## src/rtl/alu_pkg.sv

```systemverilog
// Shared ALU definitions for the KGP-RISC multiply/divide datapaths.
package alu_pkg;

  localparam int WIDTH_DEF = 32;

  typedef enum logic [1:0] {
    ST_IDLE = 2'd0,
    ST_RUN  = 2'd1,
    ST_DONE = 2'd2
  } state_t;

  // Declared signed so a width cast sign-extends to all ones at any WIDTH.
  localparam logic signed [WIDTH_DEF-1:0] DIV_ZERO_Q = '1;

endpackage

```

## src/rtl/shift_divide_step.sv

```systemverilog
// One restoring shift-subtract iteration on the {high,low} register pair.
module shift_divide_step #(
  parameter int WIDTH = 32
) (
  input  logic [WIDTH-1:0] high_i,
  input  logic [WIDTH-1:0] low_i,
  input  logic [WIDTH-1:0] divisor_i,
  output logic [WIDTH-1:0] high_o,
  output logic [WIDTH-1:0] low_o
);

  logic [WIDTH:0] w_sh_high;
  logic [WIDTH:0] w_trial;

  // The shifted remainder needs WIDTH+1 bits: it can reach 2*divisor-1.
  assign w_sh_high = {high_i, low_i[WIDTH-1]};
  assign w_trial   = w_sh_high - {1'b0, divisor_i};

  assign high_o = w_trial[WIDTH] ? w_sh_high[WIDTH-1:0] : w_trial[WIDTH-1:0];
  assign low_o  = {low_i[WIDTH-2:0], ~w_trial[WIDTH]};

endmodule

```

## src/rtl/seq_shift_divide.sv

```systemverilog
// Iterative restoring divider, one quotient bit per clock; remainder in high, quotient in low.
// Build option: SEQ_SHIFT_DIVIDE_SIGNED_EN selects two's-complement operands.
module seq_shift_divide
  import alu_pkg::*;
#(
  parameter int WIDTH = WIDTH_DEF,
  parameter int CNT_W = 6
) (
  input  logic             clk_i,
  input  logic             rst_n_i,
  input  logic             start_i,
  input  logic [WIDTH-1:0] dividend_i,
  input  logic [WIDTH-1:0] divisor_i,
  output logic             busy_o,
  output logic             done_o,
  output logic             div_zero_o,
  output logic [WIDTH-1:0] high_o,
  output logic [WIDTH-1:0] low_o,
  output logic [1:0]       dbg_state_o
);

  // Handshake: start_i is accepted on any edge where the unit is not in RUN;
  // busy_o marks RUN, done_o pulses for the first DONE cycle and the result holds afterwards.
  state_t           r_state;
  state_t           w_state_next;
  logic [CNT_W-1:0] r_cnt;
  logic [WIDTH-1:0] r_high;
  logic [WIDTH-1:0] r_low;
  logic [WIDTH-1:0] r_div;
  logic             r_dz;
  logic             r_done;

  logic             w_accept;
  logic             w_last;
  logic             w_div_zero;
  logic [WIDTH-1:0] w_step_high;
  logic [WIDTH-1:0] w_step_low;
  logic [WIDTH-1:0] w_load_dvd;
  logic [WIDTH-1:0] w_load_dvs;
  logic [WIDTH-1:0] w_q_fin;
  logic [WIDTH-1:0] w_r_fin;

  assign w_accept   = start_i && (r_state != ST_RUN);
  assign w_last     = (r_state == ST_RUN) && (r_cnt == CNT_W'(WIDTH-1));
  assign w_div_zero = (divisor_i == '0);

  shift_divide_step #(.WIDTH(WIDTH)) u_step (
    .high_i    (r_high),
    .low_i     (r_low),
    .divisor_i (r_div),
    .high_o    (w_step_high),
    .low_o     (w_step_low)
  );

`ifdef SEQ_SHIFT_DIVIDE_SIGNED_EN
  logic r_q_neg;
  logic r_r_neg;

  // Magnitudes go through the unsigned core; signs are reapplied on the last iteration.
  assign w_load_dvd = dividend_i[WIDTH-1] ? -dividend_i : dividend_i;
  assign w_load_dvs = divisor_i[WIDTH-1]  ? -divisor_i  : divisor_i;
  assign w_q_fin    = r_q_neg ? -w_step_low  : w_step_low;
  assign w_r_fin    = r_r_neg ? -w_step_high : w_step_high;

  always_ff @(posedge clk_i) begin
    if (!rst_n_i) begin
      r_q_neg <= 1'b0;
      r_r_neg <= 1'b0;
    end else if (w_accept) begin
      r_q_neg <= dividend_i[WIDTH-1] ^ divisor_i[WIDTH-1];
      r_r_neg <= dividend_i[WIDTH-1];
    end
  end
`else
  assign w_load_dvd = dividend_i;
  assign w_load_dvs = divisor_i;
  assign w_q_fin    = w_step_low;
  assign w_r_fin    = w_step_high;
`endif

  always_ff @(posedge clk_i) begin
    if (!rst_n_i) begin
      r_state <= ST_IDLE;
      r_done  <= 1'b0;
    end else begin
      r_state <= w_state_next;
      r_done  <= (w_state_next == ST_DONE) && ((r_state != ST_DONE) || w_accept);
    end
  end

  always_comb begin
    w_state_next = r_state;
    case (r_state)
      ST_IDLE, ST_DONE: if (start_i) w_state_next = w_div_zero ? ST_DONE : ST_RUN;
      ST_RUN:           if (w_last)  w_state_next = ST_DONE;
      default:          w_state_next = ST_IDLE;
    endcase
  end

  always_comb begin
    busy_o      = (r_state == ST_RUN);
    done_o      = r_done;
    dbg_state_o = r_state;
    div_zero_o  = r_dz;
    high_o      = r_high;
    low_o       = r_low;
  end

  always_ff @(posedge clk_i) begin
    if (!rst_n_i) begin
      r_cnt  <= '0;
      r_high <= '0;
      r_low  <= '0;
      r_div  <= '0;
      r_dz   <= 1'b0;
    end else if (w_accept) begin
      r_cnt <= '0;
      if (w_div_zero) begin
        r_high <= dividend_i;
        r_low  <= WIDTH'(DIV_ZERO_Q);
        r_dz   <= 1'b1;
      end else begin
        r_high <= '0;
        r_low  <= w_load_dvd;
        r_div  <= w_load_dvs;
        r_dz   <= 1'b0;
      end
    end else if (r_state == ST_RUN) begin
      r_cnt  <= r_cnt + 1'b1;
      r_high <= w_last ? w_r_fin : w_step_high;
      r_low  <= w_last ? w_q_fin : w_step_low;
    end
  end

endmodule

```

## config.mk

```make
export PLATFORM = sky130hd
export DESIGN_NAME = seq_shift_divide
export DESIGN_NICKNAME = d
export VERILOG_FILES = /design/src/rtl/alu_pkg.sv /design/src/rtl/shift_divide_step.sv /design/src/rtl/seq_shift_divide.sv
export SDC_FILE = /design/constraint.sdc
export NUM_CORES = 1
export LEC_CHECK = 0
export ABC_AREA = 1
export CAP_MARGIN = 20
export CORE_MARGIN = 2
export CORE_UTILIZATION = 45
export CTS_CLUSTER_DIAMETER = 40
export DETAILED_ROUTE_END_ITERATION = 10
export GPL_TIMING_DRIVEN = 0
export PLACE_DENSITY = 0.71
export SYNTH_ARGS = -nofsm -noshare
export SYNTH_HDL_FRONTEND = slang
export SYNTH_SLANG_ARGS = --single-unit
```

## constraint.sdc

```tcl
create_clock -name clk_i -period 2 [get_ports clk_i]
set_input_delay 0.6 -clock clk_i [delete_from_list [all_inputs] [get_ports clk_i]]
set_output_delay 0.6 -clock clk_i [all_outputs]
set_load 0.01 [all_outputs]
```

==> summary.md, run 1 <==
| Metric | Value |
|---|---|
| Status | finished, violations left |
| Violated checks | negative setup slack |
| Mapped Area | 7800 um2 |
| Synth top cells by count | 346 x nand2_1, 304 x inv_1, 106 x dfxtp_1, 100 x o21ai_0, 83 x a21oi_1 |
| Starting density of the core | 0.456 |
| Die height | 136 um |
| Yosys warning total | 0 |
| Drt total wl | 27.2 mm |
| Final setup fails | 73 |
| Pre-CTS setup slack | -1.64 ns |
| Leak | 5.62 nW |
| Max stage delay cell, worst path | fa_2 |
| Worst VDD drop | 0.578 mV |
| Placed inst area | 9440 um2 |
| Reg clk slew, reported paths | 0.08 ns |
| GRT Total Usage | 0.286 |
| Slowest stage delay, CP | 0.39 ns |
| Pwr Density | 976 nW/um2 |
| Worst slew pin tran | 0.773 ns |
| CP Max Fanout | 5 |
| First-pass GRT wire length | 41.0 mm |
| Overflow after GRT | 0 |
| Slew HR | 0.485 |
| F_max | 0.432 GHz |
| Syn Inst Count | 1297 |
| Post-synthesis sequential area ratio | 0.272 |
| Critical Path RT | 2.30 ns |
| Core ar. | 17100 um2 |
| Max cap viols | 0 |
| Gpl congestion | 0.943 |
| #FFs+latches synth | 106 |
| I/O pin cnt | 136 |
| Clk buf depth | 2 |
| EDFF count, synth | 0 |
| ANT nets after route | 0 |
| Hold slack | 0.463 ns |
| Count leader, synth | nand2_1 |
| Top cell type's share of synthesized area | 0.272 |
| CTS root buf | clkbuf_16 |
| Final hold vios | 0 |
| Critical Path AT | 2.61 ns |
| Initial DRC count | 603 |
| H-tree levels | 3 |
| Setup slack after layout | -0.313 ns |
| Synthesis-to-layout area growth | 44.8% |
| Pre-Repair DR Iteration Count | 5 |
| Via density | 5.10 |
| Vias in the first global route | 8102 |
| Final Cell Area | 11300 um2 |
| Largest net degree at the start of global routing | 20 |
| Crit share post-route | 1.16 |
| Full die area | 18400 um2 |
| Routed len/inst | 16.0 um |
| ANT cells | 0 |
| RSZ-0062 raised after global routing | true |
| # DRC | 0 |
| Area contributors post-synth | dfxtp_1 27%, nand2_1 17%, inv_1 15%, o21ai_0 6.4%, a21oi_1 5.3% |
| CTS tree | yes |
| Total power | 0.0110 W |
| Period minus WS final | 2.31 ns |
| # rows | 48 |
| DPL Wire Length | 20.0 mm |
| Fin nets | 1574 |
| Filler instances | 1513 |
| CP Launch Type | flop |
| Initial antenna violation count | 0 |
| CTS buffer count | 9 |
| Mapped Nets | 1398 |
| Max-slew violation count | 0 |
| Critical Path, Cell by Cell | inv_2 > ha_4 > fa_2 > inv_2 > nand2_2 > nand2_2 > nand3_2 > nand2_2 > nand2_2 > nand2_4 > nand2_4 > nand3_4 > buf_6 > buf_8 > nand3_2 > nand2_1 > nand2_1 > a21oi_2 |
| Setup Skew | 0.00835 ns |
| Top cell by count, worst path | nand2_2 |
| # clock sinks | 106 |
| Port-buffer cells | 134 |
| Async S/R FF share, synth | 0 |
| Layout cells sized above 1 | 0.222 |
| Netlist cell types | 35 |
| Die X | 136 um |
| Type of the worst min-delay path | flop to flop |
| Worst setup path class | flop to flop |
| Critical Path End Type | flop |
| Post-layout util | 0.660 |
| Clk_lat worst skew | 0.37 ns |
| DR vias | 8690 |
| Leading register cell type out of synthesis | dfxtp_1 |
| Mapped Avg Cell Area | 6.01 um2 |
| Yosys top cell by area | dfxtp_1 |
placed cells by master (no fill, tap or decap), drive strengths merged:
cell           instances
nand2                358
inv                  310
dfxtp                106
o21ai                102
clkdlybuf4s50         99
a21oi                 88
nand3                 64
nor2                  58
buf                   53
clkbuf                49
ha                    33
o2111ai               30
or2                   27
nand3b                23
dlygate4sd2           15
xor2                  14
nand4                 10
nor4                   8
nor3                   8
dlymetal6s2s           5
clkdlybuf4s15          4
and2                   4
xnor2                  3
clkinv                 2
a21o                   1
a31oi                  1
o21bai                 1
fa                     1
clkinvlp               1
state kept, by name, indices dropped and copies added, names as in the netlist:
| signal | flops |
|---|---|
| r_div | 32 |
| r_cnt | 6 |
| done_o | 1 |
| high_o | 32 |
| dbg_state_o | 2 |
| low_o | 32 |
| div_zero_o | 1 |
logic make-up after synthesis:
group                    Yosys count  synth area share
AND/OR/NAND/NOR                  560             0.316
flip-flops                       106             0.272
XOR/XNOR                          17            0.0191
adder cells (fa/ha/maj)           34            0.0555
AO/OA/AOI/OAI                    223             0.161
buffers and inverters            357             0.177
metrics by stage:
| step | instances | TNS (ns) |
|---|---|---|
| floorplan | 1297 | -2.33 |
| global placement | 1656 | -130.02 |
| detailed placement | 1656 | -130.46 |
| CTS | 1697 | -7.17 |
| global route | 1703 | -15.62 |
| finish | 1703 | -9.61 |
worst paths after layout:
path	to	from	slack (ns)	cells after the start
max	high_o[29]	low_o[31]	-0.31	18
max reg2reg	high_o[29]	low_o[31]	-0.31	18
min reg2reg	r_div[5]	r_div[5]	0.46	2
min	r_div[5]	r_div[5]	0.46	2
power breakdown:
part	switching [W]	leakage, nW	internal [W]
clock	0.000947	0.138	0.000880
sequential	0.000324	0.890	0.00238
combinational	0.00379	4.59	0.00271
total	0.00506	5.62	0.00597
cell type report:
cell class / count / area (um2) / area share
inverters: 307 / 1160 / 0.102
repair buffers: 166 / 1690 / 0.150
clock buffers: 10 / 229 / 0.0203
clock inverters: 6 / 61.3 / 0.00543
well taps: 225 / 282 / 0.0249
flip-flops and latches: 106 / 2170 / 0.192
plain buffers: 49 / 403 / 0.0357
multi-input cells: 834 / 5300 / 0.469
per-layer routing:
layer | wire length [um] | global-route usage | up-vias
li1 | - | - | 4380
met1 | 11800 | 0.374 | 3964
met2 | 12900 | 0.478 | 288
met3 | 1670 | 0.0389 | 58
met4 | 899 | 0.108 | 0
met5 | 0 | 0 | -
worst max-delay path, delay by kind of cell, from the launching register on:
family,cells,cell delay [ns]
AO/OA/AOI/OAI,1,0.11
flip-flops,1,0.34
AND/OR/NAND/NOR,11,0.81
buffers and inverters,4,0.43
adder cells (fa/ha/maj),2,0.55
timing repair:
item / in CTS / in global routing
resized for setup: 238 / 180
gates cloned: 8 / 2
endpoints found under the setup margin: 108 / 101
pin swaps: 31 / 39
buffers inserted: 19 / 4
hold buffers: 0 / 0
(Power assumes the default switching activity.)
==> inputs of run 2 (changes only) <==
- REMOVE_ABC_BUFFERS: not set -> 1
==> run 2 against run 1 <==
  * The run still ends with negative setup slack left
  * Worst setup slack got worse by 0.084 ns
  * Sequential share of layout area is 0.49 points higher
  * Core utilization shrank 2.2 points
  * Routed wire length rose by 7.7%
  * Largest cell class unchanged
  * Clock power is 6% higher
  * Combinational power is 2% lower
  * Cell area is 3.4% lower
  * Clock skew about the same
  * Critical endpoint is now high_o[18]
  * Sequential power shrank 4%
  * Die area unchanged
  * Sequential cell count unchanged
  * Hold slack better by 0.0028 ns
==> summary.md, run 2 (same netlist as run 1, synthesis figures left out) <==
| Metric | Value |
|---|---|
| Worst setup path class | flop to flop |
| Setup Skew | 0.00884 ns (+0.000498 ns) |
| H-tree levels | 3 (unchanged) |
| CP Max Fanout | 8 (+3) |
| R2r endpoint | high_o[18] |
| Placed inst area | 9240 um2 (-2.2%) |
| Gpl congestion | 0.881 (-6.6%) |
| Initial antenna violation count | 2 (+2) |
| Hold slack | 0.466 ns (+0.00280 ns) |
| DR vias | 8873 (+2.1%) |
| # rows | 48 (unchanged) |
| DPL Wire Length | 17.4 mm (-13%) |
| Worst R2R Path Depth | 14 (-4) |
| Port-buffer cells | 135 (+0.75%) |
| Slew HR | 0.344 (-0.140) |
| Starting density of the core | 0.456 (unchanged) |
| CTS root buf | clkbuf_16 |
| Total power | 0.0109 W (-1.2%) |
| # clock sinks | 106 (unchanged) |
| Routed len/inst | 17.4 um (+9.0%) |
| Full die area | 18400 um2 (unchanged) |
| # DRC | 0 (unchanged) |
| Synthesis-to-layout area growth | 39.9% |
| Critical Path RT | 2.30 ns (about the same) |
| Via density | 5.27 (+3.3%) |
| Core ar. | 17100 um2 (unchanged) |
| ANT nets after route | 0 (unchanged) |
| Critical Path AT | 2.69 ns (+0.08 ns) |
| Final hold vios | 0 (unchanged) |
| Commonest cells after routing, fill and taps aside | 316 x nand2_1, 298 x inv_1, 97 x o21ai_0, 97 x clkdlybuf4s50_1, 88 x dfxtp_1 |
| Max-slew violation count | 0 (unchanged) |
| Largest net degree at the start of global routing | 99 (+400%) |
| Pre-CTS setup slack | -2.29 ns (-0.654 ns) |
| Final Cell Area | 10900 um2 (-3.4%) |
| Die X | 136 um (unchanged) |
| Hold EP | r_div[9] |
| RSZ-0062 raised after global routing | true |
| Most common cell after layout, fill and taps aside | nand2_1 |
| # hold bufs at CTS | 0 (unchanged) |
| CTS buffer count | 9 (unchanged) |
| Violated checks | negative setup slack |
| CTS tree | yes |
| Critical Path End Type | flop |
| Period minus WS final | 2.40 ns (+0.0837 ns) |
| Max cap viols | 0 (unchanged) |
| Initial DRC count | 700 (+16%) |
| Drt total wl | 29.4 mm (+7.7%) |
| Leak | 5.51 nW (-1.9%) |
| I/O pin cnt | 136 (unchanged) |
| Clk_lat worst skew | 0.37 ns (about the same) |
| First-pass GRT wire length | 43.1 mm (+5.0%) |
| Reg2Reg Launch Point | r_div[26] |
| GRT Total Usage | 0.307 (+0.0209) |
| Setup slack after layout | -0.396 ns (-0.0837 ns) |
| Fin nets | 1551 (-1.5%) |
| Die height | 136 um (unchanged) |
| Reg2Reg Setup Slack | -0.40 ns (-0.08 ns) |
| Final setup fails | 60 (-18%) |
| Pwr Density | 999 nW/um2 (+2.3%) |
| Crit share post-route | 1.20 (+0.0418) |
| F_max | 0.417 GHz (-3.5%) |
| Pre-Repair DR Iteration Count | 8 (+3) |
| Vias in the first global route | 7930 (-2.1%) |
| Worst VDD drop | 0.618 mV (+7.0%) |
| CP Launch Type | flop |
| Clk buf depth | 2 (unchanged) |
| Overflow after GRT | 0 (unchanged) |
| Status | finished, violations left |
| Worst hold start | r_div[9] |
| Type of the worst min-delay path | flop to flop |
| Hold-critical path depth | 2 (unchanged) |
| Post-layout util | 0.638 (-0.0222) |
| Reg clk slew, reported paths | 0.08 ns (about the same) |
| Layout cells sized above 1 | 0.175 (-0.0474) |
| Worst slew pin tran | 0.984 ns (+0.211 ns) |
-- run 2: cell count changes in the layout (fill, tap and decap cells not counted), moves of 8 or more --
| cell | delta |
|---|---|
| nand3_2 | -16 |
| o21ai_0 | +43 |
| buf_8 | -8 |
| clkbuf_1 | -18 |
| dfxtp_1 | +12 |
| ha_1 | +10 |
| dfxtp_2 | -10 |
| ha_4 | -15 |
| nand3_1 | +18 |
| o21ai_2 | -19 |
| o21ai_1 | -22 |
-- run 2: final cells by class --
| cell class | count | area (um2) |
|---|---|---|
| sequential | 106 | 2150 |
| tap | 225 | 282 |
| inverter | 307 | 1180 |
| multi-input combinational | 842 | 5020 |
| clock inverter | 7 | 87.6 |
| clock buffer | 9 | 225 |
| timing repair buffer | 176 | 1840 |
| timing repair inverter | 8 | 120 |
| antenna | 3 | 7.51 |
| fill | 1597 | 6200 |
-- run 2: worst max-delay path by stage --
stage                              start         end  slack, ns  cells past startpoint
after floorplan           dbg_state_o[0]   r_div[10]      -0.97                      8
after global placement           start_i   r_div[12]      -2.79                      8
after detailed placement  dbg_state_o[0]   r_div[12]      -2.29                      9
after CTS                      low_o[31]  high_o[16]      -0.41                     17
after global routing          high_o[13]  high_o[18]      -0.51                     14
final                          r_div[26]  high_o[18]      -0.40                     14
-- run 2: timing repair --
action                                  in CTS  in global routing
endpoints found under the setup margin     108                102
pin swaps                                   29                 20
buffers inserted                            34                  7
gates cloned                                16                  3
resized for setup                          144                133
-- run 2: power by group --
group | switching [W] | internal (W) | total [W]
Combinational | 0.00393 | 0.00241 | 0.00635
Sequential | 0.000243 | 0.00237 | 0.00261
Clock | 0.000938 | 0.00100 | 0.00194
-- run 2: critical path, stage by stage, from the launching register on --
cell and delay [ns]:
dfxtp_1 0.32, inv_1 0.07, ha_4 0.31, nand2_2 0.08, nor2_2 0.12, inv_1 0.09, nor3_4 0.27, and2_4 0.23
nand2_8 0.07, nand2_8 0.10, nand2_8 0.14, buf_12 0.21, nand3b_1 0.09, nand3_2 0.09, a21oi_2 0.14
-- run 2: routing by layer --
metal	wire length, um	part of all wire	vias up	GRT usage
met1	12900	0.44	4083	0.421
met3	2630	0.090	66	0.0673
met4	881	0.030	0	0.113
met5	0	0	-	0
li1	-	-	4348	-
met2	12900	0.44	376	0.471
-- run 2: stage by stage --
stage	TNS [ns]	cells
2_1_floorplan	-75.14	1247
3_3_place_gp	-237.73	1607
3_5_place_dp	-170.76	1609
4_1_cts	-12.50	1670
5_1_grt	-17.93	1681
6_report	-11.78	1683
